**src/rtl/subterranean_duplex_sequencer.sv**
```systemverilog
// -----------------------------------------------------------------------------
// subterranean_duplex_sequencer
//
// Turns high-level host commands (INIT, ABSORB, ENCRYPT, DECRYPT, BLANK,
// SQUEEZE) into the matching series of single-round Subterranean duplex
// core transactions. Core output is never buffered here; it streams straight
// through to the host. A command only completes once the core has no output
// word left pending, so every produced word is consumed before done pulses.
//
// Ports
//   clk, arstn                       clock / asynchronous ACTIVE-HIGH reset
//   cmd, cmd_len, cmd_valid/ready    command channel (sampled at handshake)
//   data_in*, data_in_valid/ready    host words for ABSORB/ENCRYPT/DECRYPT
//   data_out*, data_out_valid/ready  core output, passed through
//   core_init                        one-cycle core state clear
//   core_oper                        00 absorb, 01 absorb+out, 10 enc, 11 dec
//   core_din*, core_din_valid/ready  core request channel
//   core_dout*, core_dout_valid      core output word
//   core_dout_ready                  host accept, passed through to the core
//   busy, done, err                  status: not idle / completion / bad opcode
// -----------------------------------------------------------------------------
module subterranean_duplex_sequencer #(
    parameter int LEN_WIDTH = 8
) (
    input  logic                 clk,
    input  logic                 arstn,
    input  logic [2:0]           cmd,
    input  logic [LEN_WIDTH-1:0] cmd_len,
    input  logic                 cmd_valid,
    output logic                 cmd_ready,
    input  logic [31:0]          data_in,
    input  logic [2:0]           data_in_size,
    input  logic                 data_in_valid,
    output logic                 data_in_ready,
    output logic [31:0]          data_out,
    output logic [2:0]           data_out_size,
    output logic                 data_out_valid,
    input  logic                 data_out_ready,
    output logic                 core_init,
    output logic [1:0]           core_oper,
    output logic [31:0]          core_din,
    output logic [2:0]           core_din_size,
    output logic                 core_din_valid,
    input  logic                 core_din_ready,
    input  logic                 core_dout_valid,
    input  logic [31:0]          core_dout,
    input  logic [2:0]           core_dout_size,
    output logic                 core_dout_ready,
    output logic                 busy,
    output logic                 done,
    output logic                 err
);

    typedef enum logic [2:0] {
        S_IDLE,
        S_INIT,
        S_PASS,
        S_GEN,
        S_DRAIN,
        S_DONE
    } state_t;

    state_t               state_q, state_d;
    logic [LEN_WIDTH-1:0] count_q, count_d;
    logic [1:0]           oper_q, oper_d;
    logic                 err_q, err_d;
    logic                 done_q, done_d;
    logic                 init_q, init_d;

    logic cmd_hs;
    logic core_hs;

    assign cmd_ready = (state_q == S_IDLE);
    assign cmd_hs    = cmd_valid && cmd_ready;
    assign core_hs   = core_din_valid && core_din_ready;

    // Output side is a pure pass-through in every state.
    assign data_out        = core_dout;
    assign data_out_size   = core_dout_size;
    assign data_out_valid  = core_dout_valid;
    assign core_dout_ready = data_out_ready;

    assign core_oper = oper_q;
    assign core_init = init_q;
    assign done      = done_q;
    assign err       = err_q;
    assign busy      = (state_q != S_IDLE);

    // Core request channel: host word in PASS, zero-length blank call in GEN.
    always_comb begin
        // NOTE: every output gets a default first so no path through the block infers a latch.
        core_din       = '0;
        core_din_size  = '0;
        core_din_valid = 1'b0;
        data_in_ready  = 1'b0;
        case (state_q)
            S_PASS: begin
                core_din       = data_in;
                core_din_size  = data_in_size;
                core_din_valid = data_in_valid;
                data_in_ready  = core_din_ready;
            end
            S_GEN: begin
                core_din_valid = 1'b1;
            end
            default: ;
        endcase
    end

    always_comb begin
        state_d = state_q;
        count_d = count_q;
        oper_d  = oper_q;
        err_d   = err_q;
        case (state_q)
            S_IDLE: begin
                if (cmd_hs) begin
                    count_d = cmd_len;
                    case (cmd)
                        3'b000: state_d = S_INIT;
                        3'b001, 3'b010, 3'b011: begin
                            // ABSORB maps to plain absorb; ENCRYPT/DECRYPT share their low bits.
                            oper_d  = (cmd == 3'b001) ? 2'b00 : cmd[1:0];
                            state_d = (cmd_len == '0) ? S_DONE : S_PASS;
                        end
                        3'b100, 3'b101: begin
                            // BLANK -> absorb, SQUEEZE -> absorb with output.
                            oper_d  = {1'b0, cmd[0]};
                            state_d = (cmd_len == '0) ? S_DONE : S_GEN;
                        end
                        default: begin
                            err_d   = 1'b1;
                            state_d = S_DONE;
                        end
                    endcase
                end
            end
            S_INIT: state_d = S_DONE;
            S_PASS, S_GEN: begin
                // The core withholds din_ready while an output word is pending,
                // so this count naturally stalls under host output backpressure.
                if (core_hs) begin
                    count_d = count_q - LEN_WIDTH'(1);
                    if (count_q == LEN_WIDTH'(1)) begin
                        state_d = S_DRAIN;
                    end
                end
            end
            S_DRAIN: begin
                if (!core_dout_valid) begin
                    state_d = S_DONE;
                end
            end
            S_DONE:  state_d = S_IDLE;
            default: state_d = S_IDLE;
        endcase
    end

    // Pulses are registered from the next state so they line up with the state itself.
    assign init_d = (state_d == S_INIT);
    assign done_d = (state_d == S_DONE);

    // NOTE: sequential state uses non-blocking assignments so every flop samples pre-edge values.
    always_ff @(posedge clk or posedge arstn) begin
        if (arstn) begin
            state_q <= S_IDLE;
            count_q <= '0;
            oper_q  <= 2'b00;
            err_q   <= 1'b0;
            done_q  <= 1'b0;
            init_q  <= 1'b0;
        end else begin
            state_q <= state_d;
            count_q <= count_d;
            oper_q  <= oper_d;
            err_q   <= err_d;
            done_q  <= done_d;
            init_q  <= init_d;
        end
    end

endmodule

```
**config.mk**
```make
export PLATFORM = sky130hd
export DESIGN_NAME = subterranean_duplex_sequencer
export DESIGN_NICKNAME = d
export VERILOG_FILES = /design/src/rtl/subterranean_duplex_sequencer.sv
export SDC_FILE = /design/constraint.sdc
export NUM_CORES = 1
export LEC_CHECK = 0
export BUFFER_PORTS_ARGS = -buffer_cell sky130_fd_sc_hd__buf_2
export CORE_MARGIN = 3
export CORE_UTILIZATION = 31
export DETAILED_ROUTE_END_ITERATION = 8
export MAX_ROUTING_LAYER = met4
export PLACE_DENSITY = 0.78
export SLEW_MARGIN = 20
export SYNTH_ARGS = -nofsm -noshare
export SYNTH_HDL_FRONTEND = slang
export SYNTH_SLANG_ARGS = --single-unit
export TNS_END_PERCENT = 50
```
**constraint.sdc**
```tcl
create_clock -name clk -period 1.7 [get_ports clk]
set_clock_uncertainty 0.15 [all_clocks]
set_input_delay 0.34 -clock clk [delete_from_list [all_inputs] [get_ports clk]]
set_output_delay 0.34 -clock clk [all_outputs]
set_load 0.05 [all_outputs]
```
# --- After elaboration in Yosys (flattened, before gate mapping) ---
# Cells that the tools add are included.
classes:
  addsub: 1
  n_eq_ne: 14
  n_mux: 17
  bitwise: 1
  n_reduce_logical: 15
ops:
  columns: ["cell", "count"]
  rows:
  - ["two-way mux 32 bit", 1]
  - ["two-way mux 3 bit", 7]
  - ["two-way mux 8 bit", 2]
  - ["case mux 8 bit (2 select lines)", 1]
  - ["== test 3 x 2 -> 1 bit, second input constant", 4]
  - ["== test 3 bit, second input constant", 4]
  - ["case mux 3 bit (4 select lines)", 1]
  - ["== test 3 x 1 -> 1 bit, second input constant", 3]
  - ["case mux 3 bit (3 select lines)", 1]
  - ["AND reduction 3 bit", 3]
  - ["== test 8 x 1 -> 1 bit, second input constant", 1]
  - ["zero test 8 bit", 1]
  - ["subtractor 8 x 1 -> 8 bit, second input constant", 1]
  - ["zero test 3 bit", 2]
  - ["OR reduction 6 bit", 1]
  - ["case mux 2 bit (2 select lines)", 1]
  - ["nonzero test 2 bit", 2]
  - ["OR reduction 2 bit", 2]
  - ["nonzero test 3 bit", 1]
  - ["OR reduction 3 bit", 1]
  - ["logical AND 1 bit", 2]
  - ["two-way mux 2 bit", 1]
  - ["!= test 2 x 1 -> 1 bit, second input constant", 1]
  - ["!= test 2 bit, second input constant", 1]
  - ["3 further kinds", 3]
totals:
  reg_bits: 16
  input_bits: 88
  output_inout_bits: 81
  elab_cells: 54

# --- Logic depth before layout (Yosys ltp) ---
# Gate-level depths: netlist of the first run.
depth:
  depth_word: 6
  mapped_depth: 7
  depth_no_buf: 5

# --- Worst setup path before layout of the first run ---
# No wires, ideal clock.
synth_timing:
  path_type: "register -> output"
  from: "register state_q[2]"
  to: "output data_in_ready"
  arrival_time_ps: 2090
  t_required_ps: 1210
  slack_ps: -880
  stages_incl_launch_ff: 6
  path_buffers: 3
  cell_sequence: "dfrtp_1 > buf_6 > nand2b_1 > buf_2 > buf_1 > nor3_1"
synth_via:
  elab_chain_len: 2
synth_rtl:
  columns: ["item", "line_no", "source"]
  rows:
  - ["start: declaration", "63", "state_t state_q, state_d;"]
  - ["start signal: assignment", "173", "state_q <= state_d;"]
  - ["== test 3 x 2 -> 1 bit", "96", "case (state_q)"]
  - ["two-way mux 1 bit", "96", null]
  - ["end: declaration", "34", "output logic data_in_ready,"]
# No other way between the ends.

# --- Final worst setup path of the first run ---
layout_timing:
  from: "register state_q[2]"
  to: "output core_din[14]"
layout_via:
  elab_chain_len: 2
layout_rtl:
  columns: ["item", "line_no", "source"]
  rows:
  - ["== test 3 x 2 -> 1 bit", "96", null]
  - ["two-way mux 32 bit", "96", null]
  - ["end: declaration", "41", "output logic [31:0] core_din,"]
# No other way between the ends.

==> metrics, run 1 <==
setup slack, reg-to-reg -0.15 ns; Main synth FF type dfrtp_1; first-pass GRT wire length ~8100 µm; H-Tree Depth 1; IO Count 169; crit path capture type output port; critical path type reg2out; clock period minus worst slack 1.97 ns; Yosys warnings 0; Avg WL per Cell roughly 16 µm; clk_lat worst skew between 0.2 and 0.3 ns; largest net degree at the start of global routing 36; ANT nets after route 0; CP Data Arrival Time 1.48 ns; Leak approximately 1.2 nW; CP required 1.21 ns; area leader, netlist dfrtp_1; commonest non-fill, non-tap cell in the layout buf_2; DP Cell Count approximately 330; TritonCTS clock tree done; largest cells by area after synthesis dfrtp_1, buf_4, and2_1; vias in the first global route between 1500 and 2000; Final setup violation count 49; area grow syn2layout 69.6%; syn_nets 281; largest family of logic cells by synthesized area simple AND/OR/NAND/NOR gates; initial antenna violation count 0; Worst Setup Slack, final -0.274 ns; drt first pass iters 4; Avg Cell Area, Syn 7.94 µm²; Vias/cell 4.82; Core ar. between 4000 and 5000 µm²; Num CTS Buffers 3; cell count after synthesis approximately 190; peak supply drop around 0.75 mV; Post-Synth Adder-Cell Area 1.65%; Iter 0 DRT Violations 58; Slew @ Worst Pin ~0.65 ns; Die W 75.9 µm; Routed WL around 5300 µm; Slew HR 56.7%; CP startpoint kind register; status finished, violations left; Switching Share between 40% and 50%; xor and xnor area share after synthesis 0%; Post-synth EDFFs 0; non-filler cells, final between 300 and 400; RSZ-0062 raised after global routing yes; row cnt 24; fill cell count 390; post-synthesis mux area share 0%; Initial Utilization roughly 33%; P_int between 2 and 2.5 mW; final hold vios 0; Synth Cell Area 1520 µm²; register area share after synthesis 26.4%; async set-or-reset flop fraction in the synthesized netlist 100%; Max-Cap Viols 0; GRT overflow 0; Max clock buf depth 2; clock-pin transition on the worst setup and hold timing paths 0.07 ns; GRT Total Usage 17.4%; Synth Area in Compound Gates 18.9%; DRC viols 0; Slew Limit Fails 0; simple-gate area share of the yosys netlist 29.9%; layout cells sized above 1 roughly two thirds; HP Class in2async; worst hold slack 0.00914 ns; RD Place Congestion 0.833; violated checks setup timing; number of port buffers 96; Seq pwr share 17.0%; pre-CTS setup slack -0.130 ns; Fmax 0.507 GHz; power share of the combinational group 74.1%; clock share of power 8.9%; post-synth top area share 26.4%; CTS root buf clkbuf_8; diode count 0; NumNets Final 363; dpl hpwl 3610 µm; Synth Register Bits 16; Cell variety after synth 44; clock sinks 16; CP Max Fanout 17; Total Power 3.99 mW; most frequent cells in the layout buf_2, and2_4, buf_8; die height between 70 and 80 µm; ratio of final minimum period to clock period 116%; Power Density 1550 nW/µm²; Net Sw Power 1.93 mW; die area about 5800 µm²; DR vias 1626
## worst max-delay path: stages (launching register included)
cell	delay, ns
dfrtp_1	0.41
nand2b_4	0.17
nor2_4	0.15
clkbuf_16	0.20
and2_4	0.15
buf_8	0.14
## layout make-up
type,instances,area [µm²],area share (%)
Tap cell,65,81.3,3.16
Timing Repair Buffer,124,1090,42.5
Clock buffer,4,55.1,2.14
Inverter,5,22.5,0.876
Sequential cell,16,400,15.6
Multi-Input combinational cell,123,920,35.8
## cells by family (layout without fill, tap and decap cells)
group	count (synthesis)	after routing
simple gates	79	79
buf+inv	52	133
compound gates	42	42
flops	16	16
fa+ha+maj	2	2
## per-stage QoR
stage          util, %  TNS [ns]  instance area (µm²)
3_3_place_gp      45.6     -2.20                 2070
2_1_floorplan        -     -5.73                 1650
3_5_place_dp      45.6     -3.33                 2070
6_report          56.7    -10.45                 2570
5_1_grt           56.7    -13.23                 2570
4_1_cts           54.8     -9.35                 2480
## metal layers
metal | track usage [%] | vias up | routed length, µm
met2 | 29.3 | 73 | 2790
met4 | 4.17 | 0 | 97
met5 | - | - | 0
li1 | - | 783 | -
met3 | 7.11 | 10 | 450
met1 | 19.2 | 760 | 1960
## Yosys cell counts (all sizes together) (2+ instances only)
| library cell | n |
|---|---|
| nor4 | 4 |
| inv | 5 |
| a21oi | 8 |
| clkbuf | 5 |
| a2bb2oi | 2 |
| o21ai | 11 |
| and2 | 35 |
| nand2 | 9 |
| o31ai | 2 |
| a31o | 2 |
| o2bb2ai | 2 |
| dfrtp | 16 |
| nor2 | 13 |
| a22oi | 2 |
| nor3 | 3 |
| buf | 42 |
| nand3 | 4 |
| a211oi | 3 |
| nor4b | 3 |
| ha | 2 |
## path summary, 6_finish.rpt
check	depth (start not counted)	start	end
setup / recovery	5	state_q[2]$_DFF_PP0_	core_din[14]
hold / removal	2	arstn	count_q[0]$_DFFE_PP0P_
setup reg to reg	4	state_q[1]$_DFF_PP0_	count_q[2]$_DFFE_PP0P_
hold reg to reg	1	err$_DFFE_PP0P_	err$_DFFE_PP0P_
max in group asynchronous	2	arstn	count_q[4]$_DFFE_PP0P_
min in group clk	3	cmd_len[0]	count_q[0]$_DFFE_PP0P_
## what timing repair did
action	in CTS	in global routing
pin swaps	8	9
buffers inserted	0	1
setup endpoints to repair	50	54
hold buffers	0	0
gates resized for setup	110	13
gates cloned	0	1
## power by group through the flow
stage	clock network (mW)	registers (mW)	logic, mW
finish	0.355	0.679	2.96
floorplan	0	0.816	1.91
global placement	0	0.673	2.39
global route	0.379	0.706	3.12
detailed placement	0	0.675	2.43
CTS	0.359	0.677	2.79
## state kept, by name, summed over array words and instances, names as in the netlist
signal	cells
count_q	8
core_oper	2
core_init	1
done	1
err	1
state_q	3
No activity file was read; power rests on OpenSTA's default activity.
==> run 2: changes to the inputs <==
- CORE_ASPECT_RATIO: not set -> 1.75
- HOLD_SLACK_MARGIN: not set -> 0.15
==> run 2 against run 1 <==
Compared with the run above:
- the run still ends with setup timing left
- clock-buffer cell count unchanged
- non-clock buffer count rose by 4
- final cell count fell by 0.89%
- largest power group unchanged
- highest routed layer unchanged
==> metrics, run 2 (synthesis gave the netlist of run 1 again) <==
status finished, violations left; violated checks setup timing; crit path capture type output port; drt first pass iters 4; ratio of final minimum period to clock period 112%; Routed WL 5990 µm; Fmax about 0.53 GHz; commonest non-fill, non-tap cell in the layout buf_2; Max-Cap Viols 0; Slew HR 69.7%; H-Tree Depth 1; NumNets Final 367; Num CTS Buffers 3; DR vias 1740; clock sinks 16; most frequent cells in the layout buf_2, buf_8, and2_4; setup slack, reg-to-reg -0.18 ns; ANT nets after route 0; final hold vios 0; die area 5800 µm²; layout cells sized above 1 64.9%; IO Count 169; Worst Setup Slack, final -0.204 ns; Final Cell Area 2590 µm²; clock-pin transition on the worst setup and hold timing paths 0.07 ns; GRT overflow 0; Leak 1.25 nW; peak supply drop about 1.1 mV; Final setup violation count 51; dpl hpwl 4650 µm; vias in the first global route 1675; RSZ-0062 raised after global routing yes; die height just under 100 µm; CP Max Fanout 17; Biggest register count_q; Slew @ Worst Pin 0.450 ns; Die W 58.9 µm; Total Power 4.02 mW; clk_lat worst skew 0.26 ns; HP Class in2reg; CP startpoint kind register; P_int 2.08 mW; Largest register FFs 8; worst hold slack 0.218 ns; Seq pwr share 16.8%; critical path type reg2out; number of port buffers 96; Core ar. 4710 µm²; Switching Share between 40% and 50%; CTS root buf clkbuf_8; row cnt 33; CP required around 1.2 ns; Avg WL per Cell between 15 and 20 µm; Slew Limit Fails 0; RD Place Congestion 0.899; Iter 0 DRT Violations 44; power share of the combinational group roughly 75%; fill cell count slightly above 400; Net Sw Power roughly 1.9 mW; Power Density between 1500 and 2000 nW/µm²; Area after DPL slightly above 2000 µm²; CP Data Arrival Time 1.41 ns; setup TNS -8.71 ns; Max clock buf depth 2; Vias/cell approximately 5.2; largest net degree at the start of global routing 18; clock share of power 8.7%; area grow syn2layout 71.0%; DRC viols 0; clock period minus worst slack between 1.5 and 2 ns; TritonCTS clock tree done; first-pass GRT wire length 8740 µm; Initial Utilization between 30% and 40%; GRT Total Usage about a fifth; fin util about 55%; initial antenna violation count 4
run 2: path summary, 6_finish.rpt:
kind / from / endpoint / depth (start not counted)
min in group asynchronous: arstn / core_oper[0]$_DFFE_PP0P_ / 4
worst min register to register: err$_DFFE_PP0P_ / err$_DFFE_PP0P_ / 1
worst max-delay path: state_q[0]$_DFF_PP0_ / core_din_size[2] / 5
worst min-delay path: cmd_len[0] / count_q[0]$_DFFE_PP0P_ / 3
worst max register to register: state_q[2]$_DFF_PP0_ / core_oper[0]$_DFFE_PP0P_ / 4
max in group asynchronous: arstn / core_init$_DFF_PP0_ / 4
run 2: stage by stage:
stage	worst slack (ns)	cells
floorplan	-0.139	191
global placement	-0.0712	317
detailed placement	-0.103	317
CTS	-0.297	329
global route	-0.275	332
finish	-0.204	334
run 2: timing repair:
action                     in CTS  in global routing
hold endpoints to repair       16                  0
setup endpoints to repair      50                 54
hold buffers                    1                  0
resized for setup             114                 19
buffers inserted                5                  2
gates cloned                    2                  0
pin swaps                       9                  9
run 2: metal layers:
layer / routed length (µm) / vias up / global-route usage (%)
met5: 0 / - / -
met2: 2860 / 131 / 34.4
met4: 244 / 0 / 10.3
met1: 1680 / 777 / 18.4
li1: - / 806 / -
met3: 1200 / 26 / 12.1
run 2: cell type report:
| type | instances | area (µm²) | share of cell area, % |
|---|---|---|---|
| Sequential cell | 16 | 400 | 15.4 |
| Antenna cell | 6 | 15.0 | 0.579 |
| Inverter | 5 | 22.5 | 0.868 |
| Clock buffer | 4 | 55.1 | 2.12 |
| Timing Repair Buffer | 128 | 1130 | 43.4 |
| Multi-Input combinational cell | 123 | 910 | 35.1 |
| Tap cell | 52 | 65.1 | 2.51 |
run 2: power by group through the flow:
stage / Sequential, mW / Clock (mW) / Combinational (mW)
after global routing: 0.694 / 0.372 / 3.18
after floorplan: 0.816 / 0 / 1.91
after detailed placement: 0.667 / 0 / 2.44
final: 0.675 / 0.351 / 2.99
after global placement: 0.662 / 0 / 2.39
after CTS: 0.660 / 0.353 / 2.98
run 2: critical path, stage by stage, from the launching register on:
cell	delay, ns
dfrtp_1	0.38
buf_6	0.14
nor2_4	0.17
buf_12	0.16
and2_1	0.14
buf_6	0.16
